`src/rtl/metronome_tempo_source.sv`:
```
// Metronome tempo source: debounced up/down buttons with auto-repeat
// set the BPM value; a phase accumulator emits one beat pulse per BPM period.

module metronome_tempo_source_btn #(
  parameter int DEBOUNCE_CYCLES = 1_000_000,
  parameter int REPEAT_DELAY    = 25_000_000,
  parameter int REPEAT_RATE     = 5_000_000
) (
  input  logic i_clk,
  input  logic i_reset,
  input  logic i_btn,
  output logic o_step
);

  localparam int DW = $clog2(DEBOUNCE_CYCLES + 1);
  localparam int RW = $clog2(REPEAT_DELAY + REPEAT_RATE + 1);

  typedef enum logic [1:0] {
    ST_IDLE,
    ST_HOLD,
    ST_REPEAT
  } state_t;

  logic          sync1;
  logic          sync2;
  logic          deb;
  logic [DW-1:0] dcnt;

  state_t        state;
  state_t        state_n;
  logic [RW-1:0] rcnt;
  logic [RW-1:0] rcnt_n;

  always_ff @(posedge i_clk) begin
    if (i_reset) begin
      sync1 <= 1'b0;
      sync2 <= 1'b0;
      deb   <= 1'b0;
      dcnt  <= '0;
    end else begin
      sync1 <= i_btn;
      sync2 <= sync1;
      // any agreement with the accepted level restarts the stability count
      if (sync2 == deb) begin
        dcnt <= '0;
      end else if (dcnt == DW'(DEBOUNCE_CYCLES - 1)) begin
        deb  <= sync2;
        dcnt <= '0;
      end else begin
        dcnt <= dcnt + 1'b1;
      end
    end
  end

  always_ff @(posedge i_clk) begin
    if (i_reset) begin
      state <= ST_IDLE;
      rcnt  <= '0;
    end else begin
      state <= state_n;
      rcnt  <= rcnt_n;
    end
  end

  always_comb begin
    state_n = state;
    rcnt_n  = rcnt;
    o_step  = 1'b0;
    case (state)
      ST_IDLE: begin
        if (deb) begin
          o_step  = 1'b1;
          rcnt_n  = '0;
          state_n = ST_HOLD;
        end
      end
      ST_HOLD: begin
        if (!deb) begin
          state_n = ST_IDLE;
        end else if (rcnt == RW'(REPEAT_DELAY - 1)) begin
          o_step  = 1'b1;
          rcnt_n  = '0;
          state_n = ST_REPEAT;
        end else begin
          rcnt_n = rcnt + 1'b1;
        end
      end
      ST_REPEAT: begin
        if (!deb) begin
          state_n = ST_IDLE;
        end else if (rcnt == RW'(REPEAT_RATE - 1)) begin
          o_step = 1'b1;
          rcnt_n = '0;
        end else begin
          rcnt_n = rcnt + 1'b1;
        end
      end
      default: begin
        state_n = ST_IDLE;
      end
    endcase
  end

endmodule

module metronome_tempo_source #(
  parameter int CLK_HZ          = 50_000_000,
  parameter int DEBOUNCE_CYCLES = 1_000_000,
  parameter int REPEAT_DELAY    = 25_000_000,
  parameter int REPEAT_RATE     = 5_000_000,
  parameter int BPM_MIN         = 1,
  parameter int BPM_MAX         = 9999,
  parameter int BPM_DEFAULT     = 120
) (
  input  logic        i_clk,
  input  logic        i_reset,
  input  logic        i_btn_up,
  input  logic        i_btn_down,
  input  logic        i_run,
  output logic        o_trigger,
  output logic [33:0] o_bpm_counter
);

  localparam logic [63:0] LIMIT64 = 64'(CLK_HZ) * 64'd60;
  localparam logic [33:0] LIMIT   = LIMIT64[33:0];
  localparam logic [33:0] B_MIN   = 34'(BPM_MIN);
  localparam logic [33:0] B_MAX   = 34'(BPM_MAX);
  localparam logic [33:0] B_DEF   = 34'(BPM_DEFAULT);

  logic        step_up;
  logic        step_dn;
  logic [33:0] bpm;
  logic [33:0] acc;
  logic [33:0] sum;

  metronome_tempo_source_btn #(
    .DEBOUNCE_CYCLES(DEBOUNCE_CYCLES),
    .REPEAT_DELAY   (REPEAT_DELAY),
    .REPEAT_RATE    (REPEAT_RATE)
  ) u_btn_up (
    .i_clk  (i_clk),
    .i_reset(i_reset),
    .i_btn  (i_btn_up),
    .o_step (step_up)
  );

  metronome_tempo_source_btn #(
    .DEBOUNCE_CYCLES(DEBOUNCE_CYCLES),
    .REPEAT_DELAY   (REPEAT_DELAY),
    .REPEAT_RATE    (REPEAT_RATE)
  ) u_btn_dn (
    .i_clk  (i_clk),
    .i_reset(i_reset),
    .i_btn  (i_btn_down),
    .o_step (step_dn)
  );

  always_ff @(posedge i_clk) begin
    if (i_reset) begin
      bpm <= B_DEF;
    end else if (step_up && !step_dn) begin
      bpm <= (bpm >= B_MAX) ? B_MAX : bpm + 34'd1;
    end else if (step_dn && !step_up) begin
      bpm <= (bpm <= B_MIN) ? B_MIN : bpm - 34'd1;
    end
  end

  assign sum = acc + bpm;

  // parked at LIMIT-1 so the first running edge always produces a beat
  always_ff @(posedge i_clk) begin
    if (i_reset) begin
      acc       <= LIMIT - 34'd1;
      o_trigger <= 1'b0;
    end else if (!i_run) begin
      acc       <= LIMIT - 34'd1;
      o_trigger <= 1'b0;
    end else if (sum >= LIMIT) begin
      acc       <= sum - LIMIT;
      o_trigger <= 1'b1;
    end else begin
      acc       <= sum;
      o_trigger <= 1'b0;
    end
  end

  assign o_bpm_counter = bpm;

endmodule
```
`config.mk`:
```
export PLATFORM = sky130hd
export DESIGN_NAME = metronome_tempo_source
export DESIGN_NICKNAME = d
export VERILOG_FILES = /design/src/rtl/metronome_tempo_source.sv
export SDC_FILE = /design/constraint.sdc
export NUM_CORES = 1
export LEC_CHECK = 0
export ABC_CLOCK_PERIOD_IN_PS = 7400
export BUFFER_PORTS_ARGS = -buffer_cell sky130_fd_sc_hd__buf_2
export CORE_ASPECT_RATIO = 1.25
export CORE_MARGIN = 3
export CORE_UTILIZATION = 25
export CTS_BUF_LIST = sky130_fd_sc_hd__clkbuf_16
export CTS_CLUSTER_SIZE = 14
export DETAILED_ROUTE_END_ITERATION = 10
export SKIP_CTS_REPAIR_TIMING = 1
export SLEW_MARGIN = 25
export SYNTH_ARGS = -nofsm -noshare
export SYNTH_HDL_FRONTEND = slang
export SYNTH_SLANG_ARGS = --single-unit
export TNS_END_PERCENT = 20
```
`constraint.sdc`:
```
create_clock -name i_clk -period 7.4 [get_ports i_clk]
set_input_delay 0 -clock i_clk [delete_from_list [all_inputs] [get_ports i_clk]]
set_output_delay 0 -clock i_clk [all_outputs]
set_load 0.02 [all_outputs]
```
==> run_summary.xml, run 1 <==
<?xml version="1.0" encoding="UTF-8"?>
<metrics>
  <group name="final_layout">
    <metric name="post_route_cells_drive_above_1_share" unit="">0.0788</metric>
    <metric name="layout.cells.most_common" unit="">sky130_fd_sc_hd__nor2_1</metric>
    <metric name="stdcell_count" unit="">1922</metric>
    <metric name="final_nets" unit="">1413</metric>
    <metric name="n_antenna_cell" unit="">0</metric>
    <metric name="most_frequent_cells_in_the_layout" unit="">sky130_fd_sc_hd__nor2_1, sky130_fd_sc_hd__dfxtp_1, sky130_fd_sc_hd__a21oi_1</metric>
    <metric name="post-route-util" unit="">0.287</metric>
    <metric name="area_growth_syn_to_layout" unit="%">12.9</metric>
  </group>
  <group name="clock_tree">
    <metric name="cts-buffers-inserted" unit="">17</metric>
    <metric name="clkSlewWorstSetupHoldPaths" unit="ps">80</metric>
    <metric name="cts_sinks" unit="">169</metric>
    <metric name="tritoncts" unit="">yes</metric>
    <metric name="clock_tree.htree_level_count" unit="">4</metric>
    <metric name="clock-root-buffer" unit="">sky130_fd_sc_hd__clkbuf_16</metric>
    <metric name="cts-root-to-sink-buffers" unit="">2</metric>
    <metric name="insertion_delay" unit="ps">460</metric>
  </group>
  <group name="grt">
    <metric name="grt_pass1_vias" unit="">9561</metric>
    <metric name="grt_remaining_overflow" unit="">0</metric>
    <metric name="all_layer_gr_usage" unit="">0.128</metric>
    <metric name="number_of_antenna_violations_at_the_first_check_in_global_routing" unit="">0</metric>
    <metric name="pin_count_of_the_biggest_net_entering_global_routing" unit="">59</metric>
    <metric name="first_pass_grt_wire_length" unit="mm">46.5</metric>
  </group>
  <group name="floorplanning">
    <metric name="rows" unit="">83</metric>
    <metric name="dieArea" unit="mm2">0.0443</metric>
    <metric name="pin_count" unit="">40</metric>
    <metric name="die-width" unit="um">189</metric>
    <metric name="floorplan.die.height" unit="um">234</metric>
    <metric name="placeableCoreArea" unit="mm2">0.0411</metric>
    <metric name="initial_utilization" unit="">0.254</metric>
  </group>
  <group name="logic_synthesis">
    <metric name="synth.area.top_cells" unit="">sky130_fd_sc_hd__dfxtp_1, sky130_fd_sc_hd__nor2_1, sky130_fd_sc_hd__ha_1</metric>
    <metric name="ys_dominant_reg_cell" unit="">sky130_fd_sc_hd__dfxtp_1</metric>
    <metric name="async_s_r_ff_share_synth" unit="">0</metric>
    <metric name="synth.top_cell.area_share" unit="">0.324</metric>
    <metric name="synth-warning-count" unit="">0</metric>
    <metric name="synth_enable_flop_cells" unit="">0</metric>
    <metric name="synth_fp_nets" unit="">1399</metric>
    <metric name="syn_avg_cell_area" unit="um2">7.77</metric>
    <metric name="synth.yosys.seq_area_share" unit="">0.324</metric>
    <metric name="synth.largest_area_cell" unit="">sky130_fd_sc_hd__dfxtp_1</metric>
    <metric name="postSynthRegisterBits" unit="">169</metric>
    <metric name="synthDistinctLibCells" unit="">71</metric>
    <metric name="area_of_the_mapped_netlist" unit="mm2">0.0104</metric>
    <metric name="syn-instance-count" unit="">1343</metric>
  </group>
  <group name="place">
    <metric name="dp.final_hpwl" unit="mm">20.9</metric>
    <metric name="placed_cells" unit="">1888</metric>
    <metric name="gp_congestion" unit="">0.907</metric>
    <metric name="io_buffer_count" unit="">39</metric>
  </group>
  <group name="min_path">
    <metric name="hp-class" unit="">in2reg</metric>
  </group>
  <group name="power">
    <metric name="worst_ir_drop_vdd" unit="mV">0.271</metric>
    <metric name="swShare" unit="">0.403</metric>
    <metric name="powerDensity" unit="mW/mm2">266</metric>
    <metric name="power_internal" unit="uW">1870</metric>
    <metric name="pwr-share-clk" unit="">0.291</metric>
    <metric name="p_leak" unit="uW">0.00433</metric>
    <metric name="netSwitchingPower" unit="uW">1270</metric>
    <metric name="seq_power_share" unit="">0.321</metric>
    <metric name="combinational_share_of_power" unit="">0.388</metric>
  </group>
  <group name="timing">
    <metric name="rsz0062_at_grt" unit="">false</metric>
    <metric name="worst_slew_margin_rel" unit="">0.382</metric>
    <metric name="final_setup_tns" unit="ps">0</metric>
    <metric name="report.final.slew_viol_count" unit="">0</metric>
    <metric name="final.min_clock_period" unit="ps">4750</metric>
    <metric name="finalHoldViolations" unit="">0</metric>
    <metric name="setup_viol" unit="">0</metric>
    <metric name="final_worst_path_cycle_share" unit="">0.642</metric>
    <metric name="timing.fmax" unit="GHz">0.210</metric>
    <metric name="worst_pin_slew" unit="ps">928</metric>
    <metric name="fin_worst_skew" unit="ps">12.7</metric>
  </group>
  <group name="critical_path">
    <metric name="critical_path.n_buffers_inverters" unit="">0</metric>
    <metric name="worstPathMaxFanout" unit="">11</metric>
    <metric name="critical_path.slowest_cell" unit="">sky130_fd_sc_hd__o221ai_1</metric>
    <metric name="critical_path.cell_chain" unit="">ha_1, fa_1, a211oi_2, o211ai_1, a21oi_1, xnor2_1, nand4_1, or4_1, or4_1, o31a_1, o221ai_1, nand3_1, nor3b_1</metric>
    <metric name="r2r_start" unit="">o_bpm_counter[0]</metric>
    <metric name="timing.setup.critical_path_class" unit="">reg2reg</metric>
    <metric name="worst_setup_path_endpoint" unit="">acc[27]</metric>
    <metric name="crit-reg2reg-capture" unit="">acc[27]</metric>
    <metric name="crit_startpoint" unit="">o_bpm_counter[0]</metric>
    <metric name="crit_end_element" unit="">flip-flop</metric>
    <metric name="ff2ff_path_depth" unit="">13</metric>
    <metric name="cp_top_family" unit="">compound AO/OA/AOI/OAI gates</metric>
    <metric name="critical_path_depth" unit="">13</metric>
    <metric name="cpMostUsedCell" unit="">sky130_fd_sc_hd__or4_1</metric>
    <metric name="required" unit="ps">7710</metric>
    <metric name="r2r_slack" unit="ps">2650</metric>
    <metric name="critPathMaxStageDelay" unit="ps">720</metric>
    <metric name="crit_path_start_kind" unit="">flip-flop</metric>
    <metric name="critPathArrivalTime" unit="ps">5060</metric>
  </group>
  <group name="drt">
    <metric name="dr_total_vias" unit="">9684</metric>
    <metric name="ant_nets" unit="">0</metric>
    <metric name="wire_length_after_detailed_routing" unit="mm">28.1</metric>
    <metric name="routed_via_density" unit="">5.04</metric>
    <metric name="drc_violations_left" unit="">0</metric>
    <metric name="drt_first_pass_iters" unit="">5</metric>
    <metric name="detail_route.iter0.violations" unit="">516</metric>
    <metric name="wire_per_inst" unit="um">14.6</metric>
  </group>
  <group name="job">
    <metric name="cap_violations" unit="">0</metric>
  </group>
  <group name="outcome">
    <metric name="run_status" unit="">finished clean</metric>
  </group>
</metrics>
synthesized netlist by cell type (all sizes together), types with 5 or more instances:
library cell	count
a211o	5
a21oi	124
dfxtp	169
o22ai	6
o31ai	5
and2	13
a211oi	11
o21ai	99
nor4	15
o21bai	10
xor2	59
o21a	11
nand2	108
mux2i	6
ha	50
and3	30
a21o	15
clkbuf	40
buf	13
nor2b	17
nand3	59
nand4	33
nor4b	11
or4	9
nand3b	7
or2	9
inv	32
or3	25
o211ai	12
nor3b	11
nand2b	17
a31oi	9
nor3	25
xnor2	49
nor2	176
and4	5
power by group through the flow:
stage	clock network, uW	logic, uW	registers (uW)
floorplan	0	980	1010
global placement	0	1190	1030
detailed placement	0	1200	1030
CTS	940	1210	1010
global route	973	1360	1010
finish	912	1220	1010
per-stage QoR:
stage | cell area, um2 | hold slack (ps) | power (uW) | setup WS (ps)
finish | 11800 | 153 | 3140 | 2650
global route | 11800 | 134 | 3350 | 2240
CTS | 11800 | -263 | 3160 | 2670
detailed placement | 11200 | 228 | 2230 | 2730
global placement | 11200 | 230 | 2220 | 2820
floorplan | 10400 | 128 | 1990 | 3210
flip-flops by register name, indices dropped and copies added (netlist names), 2 cells and up:
| name | count |
|---|---|
| u_btn_up.rcnt | 25 |
| u_btn_dn.dcnt | 20 |
| o_bpm_counter | 34 |
| u_btn_up.state | 2 |
| acc | 34 |
| u_btn_dn.state | 2 |
| u_btn_up.dcnt | 20 |
| u_btn_dn.rcnt | 25 |
cells by family (layout without fill, tap and decap cells):
kind of cell	Yosys count	after routing	synth area share
simple gates	580	580	0.280
compound gates	343	343	0.204
flops	169	169	0.324
fa+ha+maj	51	51	0.0618
mux	7	7	0.00683
buf+inv	85	112	0.0318
xor+xnor	108	108	0.0920
worst min-delay path by stage:
stage	from	endpoint	slack, ps	cells after the start
after floorplan	i_reset	acc[0]	130	2
after detailed placement	i_btn_down	u_btn_dn.sync1	230	2
final	i_run	acc[4]	150	4
after global routing	i_run	acc[8]	130	4
after global placement	i_btn_down	u_btn_dn.sync1	230	2
after CTS	i_btn_down	u_btn_dn.sync1	-260	2
area by class of cell:
| type | count | area [um2] |
|---|---|---|
| multi-input cells | 1089 | 6730 |
| clock inverters | 15 | 175 |
| well taps | 552 | 691 |
| inverters | 32 | 120 |
| clock buffers | 17 | 425 |
| fillers | 4454 | 29300 |
| repair buffers | 48 | 268 |
| flip-flops and latches | 169 | 3380 |
metal layers:
layer | share of wire | vias up | GRT usage
met5 | 0 | - | 0
met4 | 0.047 | 0 | 0.0771
met3 | 0.038 | 69 | 0.0274
met2 | 0.49 | 173 | 0.227
met1 | 0.42 | 4589 | 0.139
li1 | - | 4853 | -
worst reg2reg max path, delay by kind of cell (launching register included):
| kind | cells | cell delay (ps) |
|---|---|---|
| fa+ha+maj | 2 | 730 |
| xor+xnor | 1 | 260 |
| simple gates | 5 | 1480 |
| compound gates | 5 | 1730 |
| flops | 1 | 400 |
Note: power is estimated with default switching activity, not from simulation.
==> inputs of run 2 (changes only) <==
- ABC_CLOCK_PERIOD_IN_PS: 7400 -> 4100
- clock period: 7.4 -> 4.1 ns (I/O delays scaled with it)
==> run 2 against run 1 <==
Net effect:
- register-to-register slack got worse by 2800 ps
- the flow now finishes with violations (setup timing)
- combinational power rose to 2.7 times the previous value
- sequential cell count stayed put
- die area unchanged
- fmax grew 11%
- critical path depth rose by 1
- first-iteration DRC count is 8.1% higher
- global-route usage grew 0.13 points
- critical path type unchanged
- routed wire length increased by 4.2%
- highest routed layer unchanged
- clock-buffer cell count is the same
- final cell count rose by 5.0%
- worst setup slack got worse by 2800 ps
==> run_summary.xml, run 2 (synthesis gave the netlist of run 1 again) <==
<?xml version="1.0" encoding="UTF-8"?>
<metrics>
  <group name="outcome">
    <metric name="run_status" unit="">finished, violations left</metric>
    <metric name="violated_checks" unit="">setup timing</metric>
  </group>
  <group name="min_path">
    <metric name="hp-class" unit="">in2reg</metric>
    <metric name="worst_hold_startpoint" unit="">i_reset</metric>
    <metric name="min_delay_worst_endpoint" unit="">u_btn_dn.state[1]</metric>
    <metric name="count_of_cells_along_the_worst_hold_path" unit="">2</metric>
  </group>
  <group name="timing">
    <metric name="report.final.slew_viol_count" unit="">0</metric>
    <metric name="rsz0062_at_grt" unit="">true</metric>
    <metric name="setup_viol" unit="">15</metric>
    <metric name="final.min_clock_period" unit="ps">4270</metric>
    <metric name="fin_worst_skew" unit="ps">7.52</metric>
    <metric name="worst_slew_margin_rel" unit="">0.399</metric>
    <metric name="timing.fmax" unit="GHz">0.234</metric>
    <metric name="worst_pin_slew" unit="ps">893</metric>
    <metric name="finalHoldViolations" unit="">0</metric>
    <metric name="final_worst_path_cycle_share" unit="">1.04</metric>
    <metric name="final.setup.worst_slack" unit="ps">-168</metric>
  </group>
  <group name="place">
    <metric name="gp_congestion" unit="">0.930</metric>
    <metric name="placed_area" unit="mm2">0.0119</metric>
    <metric name="io_buffer_count" unit="">39</metric>
    <metric name="dp.final_hpwl" unit="mm">22.2</metric>
    <metric name="dp_worst_setup_slack" unit="ps">-117</metric>
  </group>
  <group name="floorplanning">
    <metric name="initial_utilization" unit="">0.254</metric>
    <metric name="die-width" unit="um">189</metric>
    <metric name="rows" unit="">83</metric>
    <metric name="placeableCoreArea" unit="mm2">0.0411</metric>
    <metric name="floorplan.die.height" unit="um">234</metric>
    <metric name="dieArea" unit="mm2">0.0443</metric>
    <metric name="pin_count" unit="">40</metric>
  </group>
  <group name="critical_path">
    <metric name="worstPathMaxFanout" unit="">11</metric>
    <metric name="crit_end_element" unit="">flip-flop</metric>
    <metric name="crit_path_start_kind" unit="">flip-flop</metric>
    <metric name="crit-reg2reg-capture" unit="">acc[18]</metric>
    <metric name="critPathArrivalTime" unit="ps">4640</metric>
    <metric name="required" unit="ps">4470</metric>
    <metric name="timing.setup.critical_path_class" unit="">reg2reg</metric>
    <metric name="ff2ff_path_depth" unit="">14</metric>
    <metric name="r2r_start" unit="">o_bpm_counter[10]</metric>
    <metric name="r2r_slack" unit="ps">-170</metric>
  </group>
  <group name="drt">
    <metric name="drt_first_pass_iters" unit="">5</metric>
    <metric name="routed_via_density" unit="">4.97</metric>
    <metric name="wire_per_inst" unit="um">14.5</metric>
    <metric name="drc_violations_left" unit="">0</metric>
    <metric name="ant_nets" unit="">0</metric>
    <metric name="dr_total_vias" unit="">10000</metric>
    <metric name="wire_length_after_detailed_routing" unit="mm">29.3</metric>
    <metric name="detail_route.iter0.violations" unit="">558</metric>
  </group>
  <group name="power">
    <metric name="p_leak" unit="uW">0.00484</metric>
    <metric name="worst_ir_drop_vdd" unit="mV">0.454</metric>
    <metric name="powerDensity" unit="mW/mm2">531</metric>
  </group>
  <group name="clock_tree">
    <metric name="insertion_delay" unit="ps">450</metric>
    <metric name="clock-root-buffer" unit="">sky130_fd_sc_hd__clkbuf_16</metric>
    <metric name="cts-root-to-sink-buffers" unit="">2</metric>
    <metric name="tritoncts" unit="">yes</metric>
    <metric name="cts_sinks" unit="">169</metric>
    <metric name="clkSlewWorstSetupHoldPaths" unit="ps">70</metric>
    <metric name="cts-buffers-inserted" unit="">17</metric>
    <metric name="clock_tree.htree_level_count" unit="">4</metric>
  </group>
  <group name="grt">
    <metric name="first_pass_grt_wire_length" unit="mm">46.9</metric>
    <metric name="all_layer_gr_usage" unit="">0.129</metric>
    <metric name="grt_remaining_overflow" unit="">0</metric>
    <metric name="pin_count_of_the_biggest_net_entering_global_routing" unit="">37</metric>
    <metric name="grt_pass1_vias" unit="">9625</metric>
    <metric name="number_of_antenna_violations_at_the_first_check_in_global_routing" unit="">0</metric>
  </group>
  <group name="final_layout">
    <metric name="num-fill-cells" unit="">4366</metric>
    <metric name="layout.cells.most_common" unit="">sky130_fd_sc_hd__nor2_1</metric>
    <metric name="final_nets" unit="">1510</metric>
    <metric name="most_frequent_cells_in_the_layout" unit="">sky130_fd_sc_hd__nor2_1, sky130_fd_sc_hd__dfxtp_1, sky130_fd_sc_hd__a21oi_1</metric>
    <metric name="post_route_cells_drive_above_1_share" unit="">0.163</metric>
    <metric name="final_cell_area" unit="mm2">0.0127</metric>
    <metric name="area_growth_syn_to_layout" unit="%">22.1</metric>
    <metric name="n_antenna_cell" unit="">0</metric>
  </group>
  <group name="job">
    <metric name="cap_violations" unit="">0</metric>
  </group>
</metrics>
## run 2: changes by cell type in the layout (fill, tap and decap cells not counted), sizes merged
cell,change
buf,+96
bufinv,+2
inv,-1
clkinvlp,+1
clkbuf,+1
clkinv,-2
## run 2: metrics by stage
step	power (uW)	utilization	hold WS, ps	std cells	setup TNS, ps
detailed placement	4540	0.288	260	1977	-633
CTS	6210	0.303	-219	2009	-1140
global placement	4520	0.288	257	1977	-67.8
finish	6770	0.310	128	2019	-863
global route	7160	0.310	154	2019	-4390
floorplan	3590	-	128	1343	0
## run 2: worst max-delay path, stage by stage, from the launching register on
cell                       delay [ps]
sky130_fd_sc_hd__dfxtp_1          310
sky130_fd_sc_hd__ha_1             420
sky130_fd_sc_hd__buf_4            170
sky130_fd_sc_hd__nand4_1           90
sky130_fd_sc_hd__nor3_1           370
sky130_fd_sc_hd__nand2_1          170
sky130_fd_sc_hd__o211ai_1         320
sky130_fd_sc_hd__o22ai_2          150
sky130_fd_sc_hd__or3_4            350
sky130_fd_sc_hd__or4_4            510
sky130_fd_sc_hd__o31a_1           310
sky130_fd_sc_hd__o221a_4          310
sky130_fd_sc_hd__buf_12           140
sky130_fd_sc_hd__or4_4            420
sky130_fd_sc_hd__a21oi_2          150
## run 2: final cells by class
cell class	instances	area, um2	share of cell area
Inverter	32	120	0.00942
Sequential cell	169	3390	0.266
Tap cell	552	691	0.0542
Timing Repair Buffer	145	1030	0.0811
Clock buffer	17	425	0.0334
Multi-Input combinational cell	1089	6920	0.543
Clock inverter	15	169	0.0132
## run 2: routing by layer
metal / share of wire / GRT usage / up-vias / routed length [um]
met5: 0 / 0 / - / 0
met4: 0.035 / 0.0636 / 0 / 1020
met3: 0.041 / 0.0287 / 56 / 1200
met2: 0.50 / 0.231 / 194 / 14700
met1: 0.42 / 0.144 / 4741 / 12400
li1: - / - / 5048 / -
## run 2: how the worst max path moves through the flow
stage,start,to,slack (ps),cells after the start
after CTS,o_bpm_counter[4],acc[16],-150,13
after detailed placement,o_bpm_counter[4],acc[16],-120,13
after floorplan,o_bpm_counter[13],acc[25],20,14
final,o_bpm_counter[10],acc[18],-170,14
after global placement,o_bpm_counter[1],acc[16],-20,13
after global routing,o_bpm_counter[1],acc[18],-320,13
## run 2: power by group
part / switching (uW) / internal [uW]
Sequential: 76.6 / 1760
Clock: 731 / 911
Combinational: 1720 / 1580
==> inputs of run 3 (changes only) <==
- BUFFER_PORTS_ARGS: -buffer_cell sky130_fd_sc_hd__buf_2 -> default
- DONT_BUFFER_PORTS: default -> 1
==> run 3 against run 2 <==
Net effect:
- worst setup slack better by 120 ps
- global-route usage up 0.094 points
- highest routed layer is now met5
- the run ends with hold timing, setup timing left
- final cell count down 1.7%
==> run_summary.xml, run 3 (synthesis gave the netlist of run 1 again) <==
<?xml version="1.0" encoding="UTF-8"?>
<metrics>
  <group name="outcome">
    <metric name="run_status" unit="">finished, violations left</metric>
    <metric name="violated_checks" unit="">hold timing, setup timing</metric>
  </group>
  <group name="drt">
    <metric name="detail_route.iter0.violations" unit="">634</metric>
    <metric name="ant_nets" unit="">0</metric>
    <metric name="drt_first_pass_iters" unit="">5</metric>
    <metric name="wire_per_inst" unit="um">14.7</metric>
    <metric name="routed_via_density" unit="">5.00</metric>
    <metric name="drc_violations_left" unit="">0</metric>
    <metric name="dr_total_vias" unit="">9911</metric>
    <metric name="wire_length_after_detailed_routing" unit="mm">29.1</metric>
  </group>
  <group name="floorplanning">
    <metric name="placeableCoreArea" unit="mm2">0.0411</metric>
    <metric name="floorplan.die.height" unit="um">234</metric>
    <metric name="pin_count" unit="">40</metric>
    <metric name="dieArea" unit="mm2">0.0443</metric>
    <metric name="rows" unit="">83</metric>
    <metric name="die-width" unit="um">189</metric>
    <metric name="initial_utilization" unit="">0.254</metric>
  </group>
  <group name="place">
    <metric name="io_buffer_count" unit="">0</metric>
    <metric name="gp_congestion" unit="">0.950</metric>
    <metric name="dp.final_hpwl" unit="mm">21.9</metric>
    <metric name="dp_worst_setup_slack" unit="ps">-76.3</metric>
  </group>
  <group name="clock_tree">
    <metric name="clock-root-buffer" unit="">sky130_fd_sc_hd__clkbuf_16</metric>
    <metric name="cts_sinks" unit="">169</metric>
    <metric name="clkSlewWorstSetupHoldPaths" unit="ps">70</metric>
    <metric name="insertion_delay" unit="ps">450</metric>
    <metric name="tritoncts" unit="">yes</metric>
    <metric name="clock_tree.htree_level_count" unit="">4</metric>
    <metric name="cts-root-to-sink-buffers" unit="">2</metric>
    <metric name="cts-buffers-inserted" unit="">17</metric>
  </group>
  <group name="critical_path">
    <metric name="critical_path.n_buffers_inverters" unit="">0</metric>
    <metric name="worstPathMaxFanout" unit="">9</metric>
    <metric name="cp_top_family" unit="">compound AO/OA/AOI/OAI gates</metric>
    <metric name="required" unit="ps">4470</metric>
    <metric name="r2r_start" unit="">o_bpm_counter[1]</metric>
    <metric name="critical_path.cell_chain" unit="">ha_4, a211oi_4, o211ai_1, a21oi_2, xnor2_2, nand4_1, or4_4, or4_4, o31a_1, o221a_4, or4_1, a21oi_1</metric>
    <metric name="ff2ff_path_depth" unit="">12</metric>
    <metric name="crit_path_start_kind" unit="">flip-flop</metric>
    <metric name="cpMostUsedCell" unit="">sky130_fd_sc_hd__or4_4</metric>
    <metric name="timing.setup.critical_path_class" unit="">reg2reg</metric>
    <metric name="r2r_slack" unit="ps">-50</metric>
    <metric name="critPathMaxStageDelay" unit="ps">570</metric>
    <metric name="crit_end_element" unit="">flip-flop</metric>
    <metric name="crit-reg2reg-capture" unit="">acc[19]</metric>
    <metric name="critPathArrivalTime" unit="ps">4520</metric>
    <metric name="critical_path.slowest_cell" unit="">sky130_fd_sc_hd__or4_4</metric>
  </group>
  <group name="timing">
    <metric name="report.final.slew_viol_count" unit="">0</metric>
    <metric name="final.min_clock_period" unit="ps">4150</metric>
    <metric name="worst_pin_slew" unit="ps">917</metric>
    <metric name="finalHoldViolations" unit="">3</metric>
    <metric name="final_setup_tns" unit="ps">-236</metric>
    <metric name="timing.fmax" unit="GHz">0.241</metric>
    <metric name="setup_viol" unit="">6</metric>
    <metric name="final.setup.worst_slack" unit="ps">-49.2</metric>
    <metric name="rsz0062_at_grt" unit="">true</metric>
    <metric name="worst_slew_margin_rel" unit="">0.383</metric>
    <metric name="worst_hold_slack" unit="ps">-9.63</metric>
    <metric name="final_worst_path_cycle_share" unit="">1.01</metric>
    <metric name="fin_worst_skew" unit="ps">11.0</metric>
  </group>
  <group name="grt">
    <metric name="grt_pass1_vias" unit="">9522</metric>
    <metric name="first_pass_grt_wire_length" unit="mm">47.2</metric>
    <metric name="number_of_antenna_violations_at_the_first_check_in_global_routing" unit="">1</metric>
    <metric name="pin_count_of_the_biggest_net_entering_global_routing" unit="">59</metric>
    <metric name="grt_remaining_overflow" unit="">0</metric>
    <metric name="all_layer_gr_usage" unit="">0.130</metric>
  </group>
  <group name="final_layout">
    <metric name="n_antenna_cell" unit="">0</metric>
    <metric name="final_nets" unit="">1475</metric>
    <metric name="num-fill-cells" unit="">4411</metric>
    <metric name="most_frequent_cells_in_the_layout" unit="">sky130_fd_sc_hd__nor2_1, sky130_fd_sc_hd__dfxtp_1, sky130_fd_sc_hd__a21oi_1</metric>
    <metric name="area_growth_syn_to_layout" unit="%">19.8</metric>
    <metric name="post_route_cells_drive_above_1_share" unit="">0.131</metric>
    <metric name="layout.cells.most_common" unit="">sky130_fd_sc_hd__nor2_1</metric>
  </group>
  <group name="min_path">
    <metric name="count_of_cells_along_the_worst_hold_path" unit="">3</metric>
    <metric name="min_delay_worst_endpoint" unit="">acc[4]</metric>
    <metric name="worst_hold_startpoint" unit="">i_run</metric>
    <metric name="hp-class" unit="">in2reg</metric>
  </group>
  <group name="power">
    <metric name="powerDensity" unit="mW/mm2">505</metric>
    <metric name="p_leak" unit="uW">0.00466</metric>
    <metric name="worst_ir_drop_vdd" unit="mV">0.464</metric>
    <metric name="design_power_total" unit="uW">6310</metric>
  </group>
  <group name="job">
    <metric name="cap_violations" unit="">0</metric>
  </group>
</metrics>
## run 3: final cells by class
type / count / area (um2) / area share
Timing Repair Buffer: 110 / 861 / 0.0688
Inverter: 32 / 120 / 0.00960
Clock buffer: 17 / 425 / 0.0340
Multi-Input combinational cell: 1089 / 6840 / 0.547
Clock inverter: 15 / 183 / 0.0146
Tap cell: 552 / 691 / 0.0552
Sequential cell: 169 / 3390 / 0.271
## run 3: tightest hold or removal path: stages
cell                      delay, ps
sky130_fd_sc_hd__nor2b_1        110
sky130_fd_sc_hd__buf_4          210
sky130_fd_sc_hd__nand2_1         80
## run 3: worst max-delay path by stage
stage,startpoint,endpoint,slack (ps),cells past startpoint
6_report,o_bpm_counter[1],acc[19],-50,12
5_1_grt,o_bpm_counter[0],acc[19],-230,13
4_1_cts,o_bpm_counter[0],acc[19],-150,13
3_5_place_dp,o_bpm_counter[1],acc[24],-80,13
3_3_place_gp,o_bpm_counter[0],acc[19],-60,13
2_1_floorplan,o_bpm_counter[13],acc[25],20,14
## run 3: through the flow
stage	hold WS (ps)	std cells	util	instance area (um2)
floorplan	128	1343	-	10400
global placement	87.7	1945	0.285	11700
detailed placement	90.4	1945	0.285	11700
CTS	-388	1977	0.299	12300
global route	0.559	1984	0.304	12500
finish	-9.63	1984	0.304	12500
## run 3: layer usage
layer | global-route usage | wire, um | up-vias
met5 | 0 | 7 | -
met3 | 0.0258 | 1090 | 56
met1 | 0.150 | 12500 | 4658
met2 | 0.230 | 14300 | 217
met4 | 0.0622 | 1090 | 2
li1 | - | - | 4978
## run 3: report_power, final
group	switching, uW	total, uW	internal (uW)	leakage, uW
clock network	791	1670	875	0.000298
logic	1530	2810	1280	0.00300
registers	81.5	1840	1750	0.00137
total	2410	6310	3910	0.00466
